## config.mk

```make
export PLATFORM = sky130hd
export DESIGN_NAME = key_move_ctrl
export DESIGN_NICKNAME = d
export VERILOG_FILES = /design/src/rtl/tetris_input_pkg.sv /design/src/rtl/key_debounce.sv /design/src/rtl/key_move_ctrl.sv
export SDC_FILE = /design/constraint.sdc
export NUM_CORES = 1
export LEC_CHECK = 0
export ABC_AREA = 1
export BUFFER_PORTS_ARGS = -buffer_cell sky130_fd_sc_hd__buf_2
export CAP_MARGIN = 0
export CORE_ASPECT_RATIO = 1.2
export CORE_MARGIN = 5
export CORE_UTILIZATION = 40
export DETAILED_ROUTE_END_ITERATION = 6
export GPL_ROUTABILITY_DRIVEN = 0
export PLACE_DENSITY = 0.58
export SLEW_MARGIN = 20
export SYNTH_ARGS = -nofsm -noshare
export SYNTH_HDL_FRONTEND = slang
export SYNTH_SLANG_ARGS = --single-unit
```

## constraint.sdc

```tcl
create_clock -name CLOCK_50 -period 1.2 [get_ports CLOCK_50]
set_input_delay 0 -clock CLOCK_50 [delete_from_list [all_inputs] [get_ports CLOCK_50]]
set_output_delay 0 -clock CLOCK_50 [all_outputs]
set_load 0.005 [all_outputs]
```

## src/rtl/tetris_input_pkg.sv

```systemverilog
// Shared key indices and repeat-FSM state type for the pushbutton front end.
package tetris_input_pkg;

  localparam int unsigned KEY_ROT   = 0;
  localparam int unsigned KEY_LEFT  = 1;
  localparam int unsigned KEY_RIGHT = 2;
  localparam int unsigned KEY_DOWN  = 3;
  localparam int unsigned NUM_KEYS  = 4;

  typedef enum logic [1:0] {
    ST_IDLE,
    ST_DAS_WAIT,
    ST_REPEAT
  } rep_state_t;

endpackage

```

## src/rtl/key_debounce.sv

```systemverilog
// One pushbutton: 2-flop synchronizer, inversion to active-high, and a
// consecutive-sample debouncer. 'change' strobes in the cycle whose closing
// edge toggles 'held', so held-rise/held-fall strobes are change & ~held / change & held.
module key_debounce #(
  parameter int unsigned DEBOUNCE_CYCLES = 250000
) (
  input  logic CLOCK_50,
  input  logic reset,
  input  logic key_n,
  output logic held,
  output logic change
);

  localparam int unsigned CW = (DEBOUNCE_CYCLES > 0) ? $clog2(DEBOUNCE_CYCLES + 1) : 1;

  logic          sync1;
  logic          sync2;
  logic [CW-1:0] cnt;
  logic          sample;

  assign sample = ~sync2;
  // Counter saturates at DEBOUNCE_CYCLES differing samples; the following edge commits.
  assign change = (cnt == CW'(DEBOUNCE_CYCLES));

  // Synchronize, count consecutive differing samples, toggle the accepted level.
  always_ff @(posedge CLOCK_50) begin
    if (reset) begin
      sync1 <= 1'b1;
      sync2 <= 1'b1;
      cnt   <= '0;
      held  <= 1'b0;
    end else begin
      sync1 <= key_n;
      sync2 <= sync1;
      if (change) begin
        held <= ~held;
        cnt  <= '0;
      end else if (sample != held) begin
        cnt <= cnt + CW'(1);
      end else begin
        cnt <= '0;
      end
    end
  end

endmodule

```

## src/rtl/key_move_ctrl.sv

```systemverilog
// Pushbutton-to-move-request controller: four debounced keys, one-cycle
// registered move pulses. Define KEY_AUTOREPEAT_EN to build the DAS/ARR
// auto-repeat FSMs for left/right/down; without it every key pulses once per press.
module key_move_ctrl
  import tetris_input_pkg::*;
#(
  parameter int unsigned DEBOUNCE_CYCLES = 250000,
  parameter int unsigned DAS_DELAY       = 8000000,
  parameter int unsigned ARR_PERIOD      = 2500000
) (
  input  logic       CLOCK_50,
  input  logic       reset,
  input  logic [3:0] KEY,
  output logic       move_left,
  output logic       move_right,
  output logic       move_down,
  output logic       rotate,
  output logic [3:0] held
);

  if (DEBOUNCE_CYCLES == 0 || DAS_DELAY == 0 || ARR_PERIOD == 0) begin : g_param_check
    $error("key_move_ctrl: DEBOUNCE_CYCLES, DAS_DELAY and ARR_PERIOD must be nonzero");
  end

  logic [NUM_KEYS-1:0] key_chg;
  logic [NUM_KEYS-1:0] key_rise;

  for (genvar i = 0; i < NUM_KEYS; i++) begin : g_key
    key_debounce #(
      .DEBOUNCE_CYCLES(DEBOUNCE_CYCLES)
    ) u_debounce (
      .CLOCK_50(CLOCK_50),
      .reset   (reset),
      .key_n   (KEY[i]),
      .held    (held[i]),
      .change  (key_chg[i])
    );
  end

  assign key_rise = key_chg & ~held;

`ifdef KEY_AUTOREPEAT_EN
  localparam int unsigned RPT_MAX  = (DAS_DELAY > ARR_PERIOD) ? DAS_DELAY : ARR_PERIOD;
  localparam int unsigned RW       = (RPT_MAX > 1) ? $clog2(RPT_MAX) : 1;
  localparam logic [RW-1:0] DAS_LOAD = RW'(DAS_DELAY - 1);
  localparam logic [RW-1:0] ARR_LOAD = RW'(ARR_PERIOD - 1);

  // Repeat channels: 0 = left, 1 = right, 2 = down.
  rep_state_t    state_q [3];
  rep_state_t    state_d [3];
  logic [RW-1:0] cnt_q   [3];
  logic [RW-1:0] cnt_d   [3];
  logic [2:0]    pulse_d;
  logic [2:0]    ch_rise;
  logic [2:0]    ch_fall;
  logic [2:0]    ch_hold;
  logic          lr_conflict;

  assign lr_conflict = held[KEY_LEFT] & held[KEY_RIGHT];
  assign ch_rise = {key_rise[KEY_DOWN], key_rise[KEY_RIGHT], key_rise[KEY_LEFT]};
  assign ch_fall = {key_chg[KEY_DOWN]  & held[KEY_DOWN],
                    key_chg[KEY_RIGHT] & held[KEY_RIGHT],
                    key_chg[KEY_LEFT]  & held[KEY_LEFT]};
  assign ch_hold = {1'b0, lr_conflict, lr_conflict};

  // Next-state and pulse decode; release wins over any due repeat.
  always_comb begin
    for (int unsigned c = 0; c < 3; c++) begin
      state_d[c] = state_q[c];
      cnt_d[c]   = cnt_q[c];
      pulse_d[c] = 1'b0;
      if (ch_fall[c]) begin
        state_d[c] = ST_IDLE;
        cnt_d[c]   = '0;
      end else begin
        case (state_q[c])
          ST_IDLE: begin
            if (ch_rise[c]) begin
              pulse_d[c] = 1'b1;
              state_d[c] = ST_DAS_WAIT;
              cnt_d[c]   = DAS_LOAD;
            end
          end
          ST_DAS_WAIT, ST_REPEAT: begin
            if (!ch_hold[c]) begin
              if (cnt_q[c] == '0) begin
                pulse_d[c] = 1'b1;
                state_d[c] = ST_REPEAT;
                cnt_d[c]   = ARR_LOAD;
              end else begin
                cnt_d[c] = cnt_q[c] - RW'(1);
              end
            end
          end
          default: begin
            state_d[c] = ST_IDLE;
            cnt_d[c]   = '0;
          end
        endcase
      end
    end
  end

  // State/counter registers and registered request pulses.
  always_ff @(posedge CLOCK_50) begin
    if (reset) begin
      for (int unsigned c = 0; c < 3; c++) begin
        state_q[c] <= ST_IDLE;
        cnt_q[c]   <= '0;
      end
      move_left  <= 1'b0;
      move_right <= 1'b0;
      move_down  <= 1'b0;
      rotate     <= 1'b0;
    end else begin
      for (int unsigned c = 0; c < 3; c++) begin
        state_q[c] <= state_d[c];
        cnt_q[c]   <= cnt_d[c];
      end
      move_left  <= pulse_d[0];
      move_right <= pulse_d[1];
      move_down  <= pulse_d[2];
      rotate     <= key_rise[KEY_ROT];
    end
  end
`else
  // Single pulse per debounced press on every key.
  always_ff @(posedge CLOCK_50) begin
    if (reset) begin
      move_left  <= 1'b0;
      move_right <= 1'b0;
      move_down  <= 1'b0;
      rotate     <= 1'b0;
    end else begin
      move_left  <= key_rise[KEY_LEFT];
      move_right <= key_rise[KEY_RIGHT];
      move_down  <= key_rise[KEY_DOWN];
      rotate     <= key_rise[KEY_ROT];
    end
  end
`endif

endmodule

```

==> impl_metrics.py <==
metrics = {
    "detailed_routing": {
        "wire_per_inst_um": 12.2,
        "drt-total-wl_um": 10500,
        "drt-initial-drc-count": 100,
        "vias": 4121,
        "ant_nets": 0,
        "via_per_inst": 4.80,
        "drc": 0,
        "drtPass1Iterations": 6,
    },
    "min_path": {
        "hold_class": "in -> reg",
        "holdPathStages": 2,
    },
    "sta": {
        "drv_slew": 0,
        "finalCriticalPeriod_ns": 1.37,
        "max_freq_mhz": 729,
        "setup_viol": 77,
        "worstMarginPinSlew_ns": 0.382,
        "post-route-period-util_pct": 114,
        "slew_headroom_pct": 74.5,
        "rsz0062_at_grt": "true",
        "setup_slack_ns": -0.172,
        "fin_setup_tns_ns": -8.13,
        "final-hold-violation-count": 0,
        "worst_clock_skew_ns": 0.00976,
    },
    "yosys": {
        "yosysWarnings": 0,
        "yosysUniqueCellTypes": 29,
        "netlist_instances": 598,
        "async_flop_share_pct": 0,
        "netlist_top_cells_area": "dfxtp_1, nor2_1, nand2_1",
        "yosysTopAreaCell": "dfxtp_1",
        "yosysSeqAreaShare_pct": 41.1,
        "synth_area_per_cell_um2": 7.17,
        "synth.ff_latch_count": 88,
        "synth_most_common_cell": "nor2_1",
        "syn-num-nets": 612,
        "synth_commonest_cells": "nor2_1, nand2_1, dfxtp_1",
        "synth-edff-count": 0,
        "synthFlopType": "dfxtp_1",
        "syn_area_um2": 4290,
        "netlist.area_leader.share_pct": 41.1,
    },
    "floorplan": {
        "num_rows": 41,
        "die_h_um": 123,
        "die_area_um2": 12900,
        "top_level_ports": 14,
        "coreArea_um2": 10500,
        "start_util_pct": 40.7,
        "die_x_um": 104,
    },
    "cts": {
        "clockRootBuffer": "clkbuf_16",
        "cts_tree": "built",
        "insertion_delay_ns": 0.35,
        "numCtsBuffers": 9,
        "cts_num_sinks": 88,
        "cts.path.max_buffers": 2,
        "cts_max_level": 3,
        "clk_pin_slew_ns": 0.07,
    },
    "global_route": {
        "first_global_vias": 3958,
        "grt_max_degree": 18,
        "grt_pass1_wl_um": 16700,
        "grt.total_usage_pct": 15.5,
        "overflow": 0,
        "grt_busiest_layer": "met2",
        "grt_use_met2_pct": 28.2,
        "met3_usage_pct": 3.03,
        "use_met1_pct": 17.6,
        "antenna_found_initial": 0,
    },
    "finish": {
        "layout-drive-gt1-share_pct": 40.1,
        "fillers": 904,
        "fin_nets": 738,
        "finalCoreUtilization_pct": 59.6,
        "area_growth_syn_to_layout_pct": 46.3,
        "multi_input_comb_area_um2": 2740,
        "final_cell_area_um2": 6270,
        "diodes": 0,
        "seqCellArea_um2": 1820,
    },
    "power": {
        "power.leakage_nw": 2.24,
        "ir_drop_uv": 576,
        "powerDensity_nw_per_um2": 1010,
        "power_w": 0.00632,
    },
    "critical_path": {
        "path_class": "reg -> reg",
        "cp_max_fo": 7,
        "crit_path_max_incr_delay_ns": 0.37,
        "crit_top_cell": "nor2_1",
        "cp.arrival_ns": 1.62,
        "crit_required_ns": 1.44,
        "crit_path_end_kind": "flip-flop",
        "path_cells": "nor2_1 -> nand3_1 -> nor2_2 -> nand3_4 -> nand2_4 -> nor2_1",
        "ff2ff_path_depth": 6,
        "start_kind": "flip-flop",
        "cp_slowest_cell": "dfxtp_4",
    },
    "outcome": {
        "outcome": "finished with violations",
        "violations": "negative setup slack",
    },
    "placed_design": {
        "placed_cell_area_um2": 5240,
        "io_buffers": 13,
        "pre_cts_slack_ns": -0.134,
        "post-dp-hpwl_um": 6810,
    },
    "flow_run": {
        "max-cap-violations": 0,
    },
}
## sequential cells by signal, summed over array words and instances, names as in the netlist
register	flops
move_left	1
g_key.u_debounce.sync1	4
g_key.u_debounce.sync2	4
rotate	1
g_key.u_debounce.cnt	72
move_right	1
g_key.u_debounce.held	4
move_down	1
## power by group
| group | leakage [nW] | internal (W) | switching [W] |
|---|---|---|---|
| registers | 0.726 | 0.00292 | 0.0000109 |
| logic | 1.36 | 0.0000583 | 0.0000704 |
| clock network | 0.162 | 0.00204 | 0.00122 |
## path summary, 6_finish.rpt
| kind | startpoint | endpoint | slack, ns |
|---|---|---|---|
| hold reg to reg | g_key[3].u_debounce.sync1 | g_key[3].u_debounce.sync2 | 0.41 |
| setup reg to reg | g_key[2].u_debounce.cnt[2] | g_key[2].u_debounce.cnt[16] | -0.17 |
| setup / recovery | g_key[2].u_debounce.cnt[2] | g_key[2].u_debounce.cnt[16] | -0.17 |
| hold / removal | reset | rotate | 0.04 |
## metal layers
layer | wire [um] | part of all wire (%)
met5 | 0 | 0
met4 | 241 | 2.3
met2 | 5500 | 53
met3 | 343 | 3.3
met1 | 4370 | 42
## stage by stage
step	instances	hold slack, ns
4_1_cts	846	0.0420
3_3_place_gp	821	0.193
2_1_floorplan	598	0.104
6_report	858	0.0425
3_5_place_dp	821	0.189
5_1_grt	858	0.0836
## kinds of logic (layout without fill, tap and decap cells)
family	after synthesis	after routing	share of synthesized area, %
adder cells (fa/ha/maj)	8	8	2.34
XOR/XNOR	38	38	7.77
buffers and inverters	73	202	7.45
flip-flops	88	88	41.1
AND/OR/NAND/NOR	365	367	38.2
AO/OA/AOI/OAI	26	26	3.09
## critical path, delay by kind of cell (launching register included)
family           cells  cell delay, ns
and+or+nand+nor      6            0.89
DFF                  1            0.37
## area by class of cell
cell class	count	area share (%)
Multi-Input combinational cell	439	43.7
Sequential cell	88	29.0
Timing Repair Buffer	123	15.3
Inverter	63	3.93
Clock buffer	9	3.59
Tap cell	129	2.57
Clock inverter	7	1.90
## placed cells by master, fill, tap and decap left out, types with 12 or more instances in the layout
cell and n:
dfxtp_1 63, xnor2_1 15, nor2_2 30, nand2_2 12
nor2_4 19, nand2_1 108, nand4_1 18, a21oi_1 13
buf_2 13, nand3_2 13, xor2_1 21, nor2_1 97
dfxtp_2 15, inv_1 50, buf_4 98, nand3_1 27
## repair_timing
| item | in CTS | in global routing |
|---|---|---|
| gates resized for setup | 43 | 101 |
| endpoints found under the hold margin | 4 | 0 |
| cloned | 0 | 3 |
| buffers inserted | 5 | 9 |
| endpoints found under the setup margin | 75 | 79 |
| pin swaps | 18 | 26 |
| hold buffers | 4 | 0 |
No activity file was read; power rests on OpenSTA's default activity.
